--- src/rtl/bellek_hakemi_pkg.sv ---
// bellek_hakemi_pkg: winner codes and default widths shared by the arbiter and pipeline stages
package bellek_hakemi_pkg;
  localparam int VARSAYILAN_ADRES_BIT = 32;
  localparam int VARSAYILAN_VERI_BIT = 32;
  typedef enum logic [1:0] {
    KAZANAN_YOK   = 2'd0,
    KAZANAN_GETIR = 2'd1,
    KAZANAN_VERI  = 2'd2
  } kazanan_t;
endpackage

--- src/rtl/bellek_hakemi_aclik_sayaci.sv ---
// aclik_sayaci: saturating count of denied fetch cycles; oncelik hands fetch the priority
// Ports: clk, rst (sync active-low), bekliyor (fetch denied), temizle (clear), oncelik (limit reached)
module aclik_sayaci #(
  parameter int SINIR = 4
) (
  input  logic clk,
  input  logic rst,
  input  logic bekliyor,
  input  logic temizle,
  output logic oncelik
);
  localparam int W = $clog2(SINIR + 1);
  logic [W-1:0] sayac;
  always_ff @(posedge clk)
    if (!rst || temizle) sayac <= '0;
    else if (bekliyor && sayac != W'(SINIR)) sayac <= sayac + 1'b1;
  assign oncelik = sayac >= W'(SINIR);
endmodule

--- src/rtl/bellek_hakemi.sv ---
// bellek_hakemi: single-port memory arbiter between fetch reads and data loads/stores
// Ports: getir_* fetch request/response, veri_* data request/response, bellek_* memory pins;
// clk rising edge, rst synchronous active-low. Responses arrive one cycle after the grant.
module bellek_hakemi
  import bellek_hakemi_pkg::*;
#(
  parameter int ADRES_BIT    = VARSAYILAN_ADRES_BIT,
  parameter int VERI_BIT     = VARSAYILAN_VERI_BIT,
  parameter int ACLIK_SINIRI = 4
) (
  input  logic                 clk,
  input  logic                 rst,
  input  logic                 getir_istek,
  input  logic [ADRES_BIT-1:0] getir_adres,
  output logic                 getir_hazir,
  output logic                 getir_yanit_gecerli,
  output logic [VERI_BIT-1:0]  getir_veri,
  input  logic                 veri_istek,
  input  logic                 veri_yaz,
  input  logic [ADRES_BIT-1:0] veri_adres,
  input  logic [VERI_BIT-1:0]  veri_yaz_veri,
  output logic                 veri_hazir,
  output logic                 veri_yanit_gecerli,
  output logic [VERI_BIT-1:0]  veri_oku_veri,
  output logic [ADRES_BIT-1:0] bellek_adres,
  output logic [VERI_BIT-1:0]  bellek_yaz_veri,
  output logic                 bellek_yaz_gecerli,
  input  logic [VERI_BIT-1:0]  bellek_oku_veri
);
  kazanan_t kazanan_r, kazanan_n;
  logic oncelik;
  aclik_sayaci #(.SINIR(ACLIK_SINIRI)) u_aclik (
    .clk     (clk),
    .rst     (rst),
    .bekliyor(getir_istek && !getir_hazir),
    .temizle (!getir_istek || getir_hazir),
    .oncelik (oncelik)
  );
  // Data wins ties unless fetch has starved long enough; valids are gated so a
  // reset in the response cycle drops the pending response.
  always_comb begin
    veri_hazir = rst && veri_istek && !(getir_istek && oncelik);
    getir_hazir = rst && getir_istek && !veri_hazir;
    kazanan_n = getir_hazir ? KAZANAN_GETIR : veri_hazir ? KAZANAN_VERI : KAZANAN_YOK;
    bellek_adres = veri_hazir ? veri_adres : getir_adres;
    bellek_yaz_veri = veri_yaz_veri;
    bellek_yaz_gecerli = veri_hazir && veri_yaz;
    getir_yanit_gecerli = rst && kazanan_r == KAZANAN_GETIR;
    veri_yanit_gecerli = rst && kazanan_r == KAZANAN_VERI;
  end
  always_ff @(posedge clk)
    if (!rst) begin
      kazanan_r <= KAZANAN_YOK;
      getir_veri <= '0;
      veri_oku_veri <= '0;
    end else begin
      kazanan_r <= kazanan_n;
      if (getir_hazir) getir_veri <= bellek_oku_veri;
      if (veri_hazir) veri_oku_veri <= veri_yaz ? '0 : bellek_oku_veri;
    end
endmodule

--- config.mk ---
export PLATFORM = sky130hd
export DESIGN_NAME = bellek_hakemi
export DESIGN_NICKNAME = d
export VERILOG_FILES = /design/src/rtl/bellek_hakemi_pkg.sv /design/src/rtl/bellek_hakemi_aclik_sayaci.sv /design/src/rtl/bellek_hakemi.sv
export SDC_FILE = /design/constraint.sdc
export NUM_CORES = 1
export LEC_CHECK = 0
export ABC_AREA = 1
export CAP_MARGIN = 10
export CORE_ASPECT_RATIO = 0.9
export CORE_MARGIN = 4
export CORE_UTILIZATION = 34
export CTS_BUF_LIST = sky130_fd_sc_hd__clkbuf_4 sky130_fd_sc_hd__clkbuf_8
export DETAILED_ROUTE_END_ITERATION = 10
export GPL_ROUTABILITY_DRIVEN = 0
export PLACE_DENSITY = 0.87
export RECOVER_POWER = 25
export SETUP_SLACK_MARGIN = 0.02
export SLEW_MARGIN = 20
export SYNTH_ARGS = -nofsm -noshare
export SYNTH_HDL_FRONTEND = slang
export SYNTH_SLANG_ARGS = --single-unit
--- constraint.sdc ---
create_clock -name clk -period 2.6 [get_ports clk]
set_input_delay 0.78 -clock clk [delete_from_list [all_inputs] [get_ports clk]]
set_output_delay 0.78 -clock clk [all_outputs]
set_load 0.005 [all_outputs]
==> impl_metrics.yaml <==
synth:
  yosysUniqueCellTypes: 21
  synth_nets: 587
  syn-cell-area_um2: 3250
  yosysSeqAreaShare: 0.425
  yosysWarnings: 0
  synth.avg_cell_area_um2: 7.19
  ys_seq_elements: 69
  synthCells: 452
detailed_routing:
  top_layer: "met5"
  vias_per_cell: 4.83
  post_drt_wl_per_cell_um: 17.1
  remaining_drc_errors: 0
  wl_met2_um: 6580
  routed_wl_um: 13000
  dr.pass1.iters: 4
  final_antenna_net_count: 0
  met3_length_um: 1110
  via_count: 3667
  wirelength_met1_um: 4950
  drt_iter0_drc: 175
final_layout:
  drive_gt1_frac: 0.207
  final_cell_mix: "nand2_1, clkdlybuf4s50_1, dfxtp_1"
  seq_area_um2: 1380
  mostFrequentLayoutCell: "nand2_1"
  finish.utilization: 0.608
  final_nets: 768
  area_growth_pct: 72.3
  diodes: 0
  multi_input_area_um2: 1500
  n_fill_cell: 816
timing:
  period_needed_ns: 2.56
  fmax_ghz: 0.390
  period_share: 0.985
  finalClockSkew_ns: 0.00835
  report.final.slew_viol_count: 0
  tightest_slew_ns: 0.827
  max_slew_margin: 0.449
  hold_viol_final: 0
  rsz0062_at_grt: "yes"
  setup_viol: 0
  setup_tns_ns: 0
worst_setup_path:
  worst_ep_required_time_ns: 1.82
  cp-start-kind: "input port"
  cp_max_fo: 8
  r2r_setup_slack_ns: 0.69
  arrival_ns: 1.78
  endpoint_kind: "output pin"
  critPathKind: "input port to output pin"
  reg2reg_depth: 8
cts:
  cts.htree.levels: 3
  cts_tree: "built"
  clk_pin_slew_ns: 0.07
  cts_buffers: 9
  clockBufferDepth: 2
  clock_latency_ns: 0.33
  cts_root_buf: "clkbuf_8"
  cts.sinks: 69
  hold_buffers: 0
die:
  dieArea_um2: 11200
  core_area_um2: 9210
  io_pins: 266
  start_util: 0.353
  die_y_um: 101
  num_rows: 33
  die_x_um: 111
hold_path:
  holdPathStages: 2
  min-delay-path-class: "flip-flop to flip-flop"
global_routing:
  grt-ovfl-total: 0
  grt_antenna_before_repair: 1
  grt_max_degree: 36
  grt_pass1_wl_um: 20100
  first_global_vias: 3712
  grt_usage: 0.226
power_and_ir_drop:
  power_density_nw_per_um2: 467
  ir_drop_uv: 274
  leakage_nw: 2.48
flow_run:
  maxCapViolCount: 0
placed_design:
  dp_hpwl_um: 9180
  io_buffers: 201
status:
  status: "finished, final reports clean"
-- path summary, 6_finish.rpt --
check / from / to
max: getir_istek / bellek_adres[10]
min reg2reg: veri_oku_veri[29]$_SDFFE_PN0N_ / veri_oku_veri[29]$_SDFFE_PN0N_
min: veri_oku_veri[29]$_SDFFE_PN0N_ / veri_oku_veri[29]$_SDFFE_PN0N_
max reg2reg: u_aclik.sayac[2]$_SDFFE_PP0P_ / u_aclik.sayac[1]$_SDFFE_PP0P_
-- critical path, cell delays in order --
cell           delay, ns
dlygate4sd2_1       0.26
nand2_2             0.11
nand2_8             0.08
buf_6               0.14
buf_12              0.14
nand2_1             0.07
nand2_1             0.06
buf_2               0.12
-- metrics by stage --
stage	cell area (um2)	power (mW)	instances	worst slack [ns]	hold slack [ns]
CTS	5580	2.64	761	0.0319	0.469
global placement	5150	1.72	729	-0.558	0.452
finish	5600	2.62	760	0.0391	0.465
detailed placement	5150	1.74	729	-0.576	0.458
global route	5600	2.74	760	0.00636	0.486
floorplan	3250	1.38	452	0.260	0.452
-- metal layers --
metal	up-vias	track usage
met5	-	0.00444
met2	201	0.403
li1	1769	-
met1	1663	0.263
met3	32	0.0624
met4	2	0.0804
-- cells in the mapped netlist (all sizes together) --
| cell type | instances | area [um2] |
|---|---|---|
| o21ai | 1 | 5.00 |
| nand2 | 201 | 764 |
| o211ai | 1 | 7.51 |
| nand3 | 65 | 375 |
| a21oi | 33 | 203 |
| inv | 13 | 48.8 |
| ha | 2 | 25.0 |
| nand4 | 1 | 6.26 |
| buf | 58 | 403 |
| dfxtp | 69 | 1380 |
| clkbuf | 4 | 15.0 |
| nor2 | 4 | 15.0 |
-- repair_timing --
item | in CTS | in global routing
buffers inserted | 9 | 0
pin swaps | 5 | 4
cloned | 8 | 0
setup endpoints to repair | 37 | 16
gates resized for setup | 177 | 17
-- registers in the layout (all words and copies together) (netlist names) --
register       cells
getir_veri        32
veri_oku_veri     32
kazanan_r          2
u_aclik.sayac      3
-- layout make-up --
class / count / area share
Timing Repair Buffer: 232 / 0.413
Multi-Input combinational cell: 308 / 0.268
Sequential cell: 69 / 0.247
Tap cell: 122 / 0.0273
Clock buffer: 12 / 0.0262
Inverter: 13 / 0.0101
Clock inverter: 4 / 0.00872
-- cells by family (layout without fill, tap and decap cells) --
logic type                 Yosys count  after routing  synth area share
and+or+nand+nor                    271            271             0.357
buffers and inverters               75            261             0.144
DFF                                 69             69             0.425
AOI/OAI and AO/OA                   35             35            0.0662
adders and majority gates            2              2           0.00770
-- where the power goes --
| part | internal [mW] | switching (mW) |
|---|---|---|
| Sequential | 1.11 | 0.0286 |
| Combinational | 0.363 | 0.254 |
| Clock | 0.474 | 0.388 |
Power figures use the tool's default switching activity.
==> variant 1, RTL diff (config.mk and constraints unchanged) <==
Put a register stage on the output `bellek_adres`. The value now appears one clock later. The other outputs are not delayed to match.
--- a/src/rtl/bellek_hakemi.sv
+++ b/src/rtl/bellek_hakemi.sv
@@ -27,6 +27,8 @@
   output logic                 bellek_yaz_gecerli,
   input  logic [VERI_BIT-1:0]  bellek_oku_veri
 );
+
+  logic [ADRES_BIT-1:0] bellek_adres_d;
   kazanan_t kazanan_r, kazanan_n;
   logic oncelik;
   aclik_sayaci #(.SINIR(ACLIK_SINIRI)) u_aclik (
@@ -42,7 +44,7 @@
     veri_hazir = rst && veri_istek && !(getir_istek && oncelik);
     getir_hazir = rst && getir_istek && !veri_hazir;
     kazanan_n = getir_hazir ? KAZANAN_GETIR : veri_hazir ? KAZANAN_VERI : KAZANAN_YOK;
-    bellek_adres = veri_hazir ? veri_adres : getir_adres;
+    bellek_adres_d = veri_hazir ? veri_adres : getir_adres;
     bellek_yaz_veri = veri_yaz_veri;
     bellek_yaz_gecerli = veri_hazir && veri_yaz;
     getir_yanit_gecerli = rst && kazanan_r == KAZANAN_GETIR;
@@ -58,5 +60,9 @@
       if (getir_hazir) getir_veri <= bellek_oku_veri;
       if (veri_hazir) veri_oku_veri <= veri_yaz ? '0 : bellek_oku_veri;
     end
+  always_ff @(posedge clk) begin
+    bellek_adres <= bellek_adres_d;
+  end
+
 endmodule
 
Formal check against the unedited RTL: not equivalent (Yosys sat finds a counterexample within 4 cycles, from zero or initial values and one cycle with rst low).
==> variant 1 against the original RTL <==
Synthesized area rose by 20%. Cell area rose by 7.8%. Sequential cell count rose by 32. Die area rose by 18%. Cell count rose by 6.6%. Power rose by 24%. Wire length fell by 7.4%. Setup slack improved by 0.079 ns.
==> variant 1: results (changes against the original RTL) <==
YS warnings: 0 (unchanged)
initial antenna violation count: 0 (-1)
clk_lat worst skew: 0.38 ns (+0.05 ns)
clock buffer count from CTS: 9 (unchanged)
largest net degree at the start of global routing: 66 (+83%)
top cells by area, synth: dfxtp_1, nand2_1, buf_4, nand3_1, a21oi_1
H-tree levels: 3 (unchanged)
biggest regs: bellek_adres: 32 flops, getir_veri: 32 flops, veri_oku_veri: 32 flops
worst relative slew slack: 0.423 (-0.0264)
arrival time at the worst endpoint: 1.70 ns (-0.08 ns)
Fin Clk Skew: 0.00752 ns (-0.000826 ns)
clock root buffer: clkbuf_8
# Post-CTS Setup Buffers: 6 (-3)
FF-to-FF setup slack: 0.62 ns (-0.07 ns)
Async S/R FF share, synth: 0 (unchanged)
GRT Overall Usage: 0.177 (-0.0494)
layout cells sized above 1: 0.0957 (-0.111)
Final HPWL DP: 8830 µm (-3.8%)
Pleak: 2.56 nW (+3.2%)
# resized after CTS: 15 (-92%)
ys flop type: dfxtp_1
Peak supply drop: 0.469 mV (+71%)
Post-synth top cells: nand2_1, dfxtp_1, nand3_1, buf_4, a21oi_1
first-pass GRT wire length: 18100 µm (-9.8%)
HP Class: register to register
pre-CTS WS: -0.485 ns (+0.0909 ns)
DRC Markers: 0 (unchanged)
period utilization: 0.955 (-0.0303)
# diodes: 0 (unchanged)
routed vias: 3666 (-0.027%)
Min Hold Slack: 0.469 ns (+0.00416 ns)
Synth cell types: 21 (unchanged)
final instance area: 6030 µm² (+7.8%)
DR iter-0 viols: 241 (+38%)
Final #Nets: 788 (+2.6%)
fillers: 999 (+22%)
Worst-path clk slew: 0.09 ns (+0.02 ns)
syn_nets: 619 (+5.5%)
WL final: 12100 µm (-7.4%)
drt via density: 4.53 (-6.2%)
Initial DRT Pass Iterations: 4 (unchanged)
register area share after synthesis: 0.520 (+0.0947)
vias in the first global route: 3573 (-3.7%)
CP max FO: 5 (-3)
switching fraction of total power: 0.250 (-0.00636)
outcome: complete, no violations
number of port buffers: 201 (unchanged)
area post-placement: 5780 µm² (+12%)
Synth Instances: 484 (+7.1%)
clock buffer depth: 2 (unchanged)
## variant 1: cell count changes in the layout (fill, tap and decap cells not counted), moves of 4 or more
cell and delta:
nand2_1 +26, buf_16 -6, nand2_2 -22, buf_12 -4, buf_2 -30, dfxtp_1 +32, clkdlybuf4s50_1 +34
## variant 1: routing by layer
metal / up-vias / routed length [µm] / global-route usage
met4: 0 / 263 / 0.0728
met5: - / 0 / 0
met1: 1668 / 4660 / 0.185
li1: 1829 / - / -
met3: 32 / 1060 / 0.0802
met2: 137 / 6080 / 0.311
## variant 1: power groups by stage
stage | Clock, mW | Sequential (mW) | Combinational [mW]
final | 0.997 | 1.68 | 0.574
after global routing | 1.10 | 1.69 | 0.622
after CTS | 1.04 | 1.68 | 0.583
after detailed placement | 0 | 1.71 | 0.571
after global placement | 0 | 1.71 | 0.558
after floorplan | 0 | 1.72 | 0.205
## variant 1: final cells by class
class / instances / area share
multi-input cells: 308 / 0.233
well taps: 152 / 0.0315
repair buffers: 220 / 0.359
inverters: 13 / 0.00809
clock buffers: 9 / 0.0205
clock inverters: 7 / 0.0122
flip-flops and latches: 101 / 0.335
## variant 1: logic make-up after synthesis
kind of cell,Yosys count,synth area share
fa+ha+maj,2,0.00643
flops,101,0.520
buf+inv,75,0.120
simple gates,271,0.298
compound gates,35,0.0553
## variant 1: worst paths after layout
kind	depth (start not counted)	start	endpoint
setup reg to reg	9	u_aclik.sayac[2]	u_aclik.sayac[1]
hold reg to reg	2	getir_veri[12]	getir_veri[12]
setup / recovery	8	getir_istek	getir_hazir
hold / removal	2	getir_veri[12]	getir_veri[12]
## variant 1: worst max-delay path, cell delays in order
cell and delay [ns]:
dlygate4sd2_1 0.28, nand2_1 0.13, nand2_4 0.08, buf_6 0.12, buf_12 0.11, nand2_4 0.05, inv_2 0.04, buf_6 0.10
==> variant 2, RTL diff (config.mk and constraints unchanged) <==
Made on the original files. Set the package constant `VARSAYILAN_VERI_BIT` to 64 (it was 32).
--- a/src/rtl/bellek_hakemi_pkg.sv
+++ b/src/rtl/bellek_hakemi_pkg.sv
@@ -1,7 +1,7 @@
 // bellek_hakemi_pkg: winner codes and default widths shared by the arbiter and pipeline stages
 package bellek_hakemi_pkg;
   localparam int VARSAYILAN_ADRES_BIT = 32;
-  localparam int VARSAYILAN_VERI_BIT = 32;
+  localparam int VARSAYILAN_VERI_BIT = 64;
   typedef enum logic [1:0] {
     KAZANAN_YOK   = 2'd0,
     KAZANAN_GETIR = 2'd1,
Interface: changed (5 resized); port bits go from 266 to 426. The function was not compared with the original's and may differ.
==> variant 2 against the original RTL <==
Critical path depth increased by 1. Setup slack improved by 0.034 ns. Global-route usage down 0.37 points. Power rose by 82%. Sequential cell count increased by 64. Register-to-register slack worse by 0.30 ns. Wire length is 71% higher. First-iteration DRC count rose by 69%. Cell count grew 61%. Synthesized cell count up 69%. Synthesized area increased by 74%. Cell area is 58% higher. Fmax is 1.3% higher.
==> variant 2: results (changes against the original RTL) <==
HP Class: register to register
syn_nets: 965 (+64%)
YS warnings: 0 (unchanged)
Final HPWL DP: 15900 µm (+73%)
initial antenna violation count: 7 (+6)
GRT Overall Usage: 0.223 (-0.00370)
Compound-Gate Fraction of Synth Area: 0.0598 (-0.00642)
area post-placement: 8290 µm² (+61%)
Inst Count DP: 1168 (+60%)
Post-Synth XOR/XNOR Area: 0 (unchanged)
max incr delay on CP: 0.21 ns (-0.05 ns)
H-tree levels: 4 (+1)
fillers: 1538 (+88%)
top cells by area, synth: dfxtp_1, nand2_1, nand3_1, buf_4, a21oi_1
clock root buffer: clkbuf_8
first-pass GRT wire length: 31700 µm (+58%)
arrival time at the worst endpoint: 1.75 ns (-0.03 ns)
clock buffer depth: 2 (unchanged)
CTS tree: yes
adder-cell share of the synthesized area: 0.00443 (-0.00327)
DRC Markers: 0 (unchanged)
clock buffer count from CTS: 17 (+8)
clk_lat worst skew: 0.43 ns (+0.10 ns)
DR iter-0 viols: 295 (+69%)
Worst-path clk slew: 0.08 ns
worst relative slew slack: 0.0223 (-0.427)
Fin Clk Skew: 0.0120 ns (+0.00362 ns)
mean routed wirelength per cell: 18.2 µm (+6.5%)
CP max-delay cell: clkdlybuf4s15_1
routed vias: 5931 (+62%)
layout cells sized above 1: 0.113 (-0.0940)
vias in the first global route: 5443 (+47%)
number of port buffers: 297 (+48%)
CP max FO: 6 (-2)
mux cell area share after synthesis: 0 (unchanged)
outcome: complete, no violations
Pleak: 3.75 nW (+51%)
register area share after synthesis: 0.471 (+0.0463)
maxcap violations: 0 (unchanged)
drt via density: 4.85 (+0.59%)
mean cell area of the mapped netlist: 7.37 µm² (+2.6%)
Post-synth top cells: nand2_1, dfxtp_1, nand3_1, buf_4, a21oi_1
Async S/R FF share, synth: 0 (unchanged)
Synth cell types: 18 (-14%)
largest net degree at the start of global routing: 68 (+89%)
pre-CTS WS: -0.656 ns (-0.0797 ns)
Initial DRT Pass Iterations: 5 (+1)
biggest regs: getir_veri: 64 flops, veri_oku_veri: 64 flops, u_aclik.sayac: 3 flops
Peak supply drop: 0.507 mV (+85%)
[variant 2: kinds of logic (layout without fill, tap and decap cells)]
group / Yosys count / in the layout
other: 0 / 5
flip-flops: 133 / 133
AO/OA/AOI/OAI: 67 / 67
buffers and inverters: 133 / 376
AND/OR/NAND/NOR: 431 / 432
adder cells (fa/ha/maj): 2 / 2
[variant 2: cell type report]
cell class | count | area, µm² | area share
timing repair buffer | 331 | 3230 | 0.365
inverter | 13 | 58.8 | 0.00664
multi-input combinational | 501 | 2240 | 0.253
clock buffer | 20 | 269 | 0.0304
tap | 207 | 259 | 0.0293
antenna | 5 | 12.5 | 0.00141
sequential | 133 | 2660 | 0.301
clock inverter | 12 | 120 | 0.0136
[variant 2: worst paths after layout]
check                                 startpoint  slack, ns  depth (start not counted)          endpoint
worst max-delay path                         rst       0.07                          9        veri_hazir
worst min-delay path              getir_veri[35]       0.46                          2    getir_veri[35]
worst max register to register  u_aclik.sayac[2]       0.39                          8  u_aclik.sayac[1]
worst min register to register    getir_veri[35]       0.46                          2    getir_veri[35]
[variant 2: timing repair]
item / CTS / global route
setup buffers: 14 / 0
gates cloned: 3 / 0
gates resized for setup: 140 / 6
endpoints found under the setup margin: 35 / 21
pin swaps: 5 / 2
hold endpoints to repair: 0 / 0
[variant 2: layer usage]
layer,global-route usage,share of wire,vias to the layer above
li1,-,-,2867
met1,0.233,0.34,2710
met2,0.391,0.52,316
met3,0.106,0.12,34
met4,0.0808,0.023,4
met5,0,0.00094,-
[variant 2: worst max-delay path: cells and delay by family]
family | cells | cell delay, ns
and+or+nand+nor | 2 | 0.17
buffers and inverters | 7 | 0.79
[variant 2: power by group]
group | internal [mW] | total (mW) | switching (mW)
logic | 0.494 | 0.865 | 0.371
registers | 2.14 | 2.19 | 0.0529
clock network | 0.835 | 1.69 | 0.858
total | 3.47 | 4.75 | 1.28
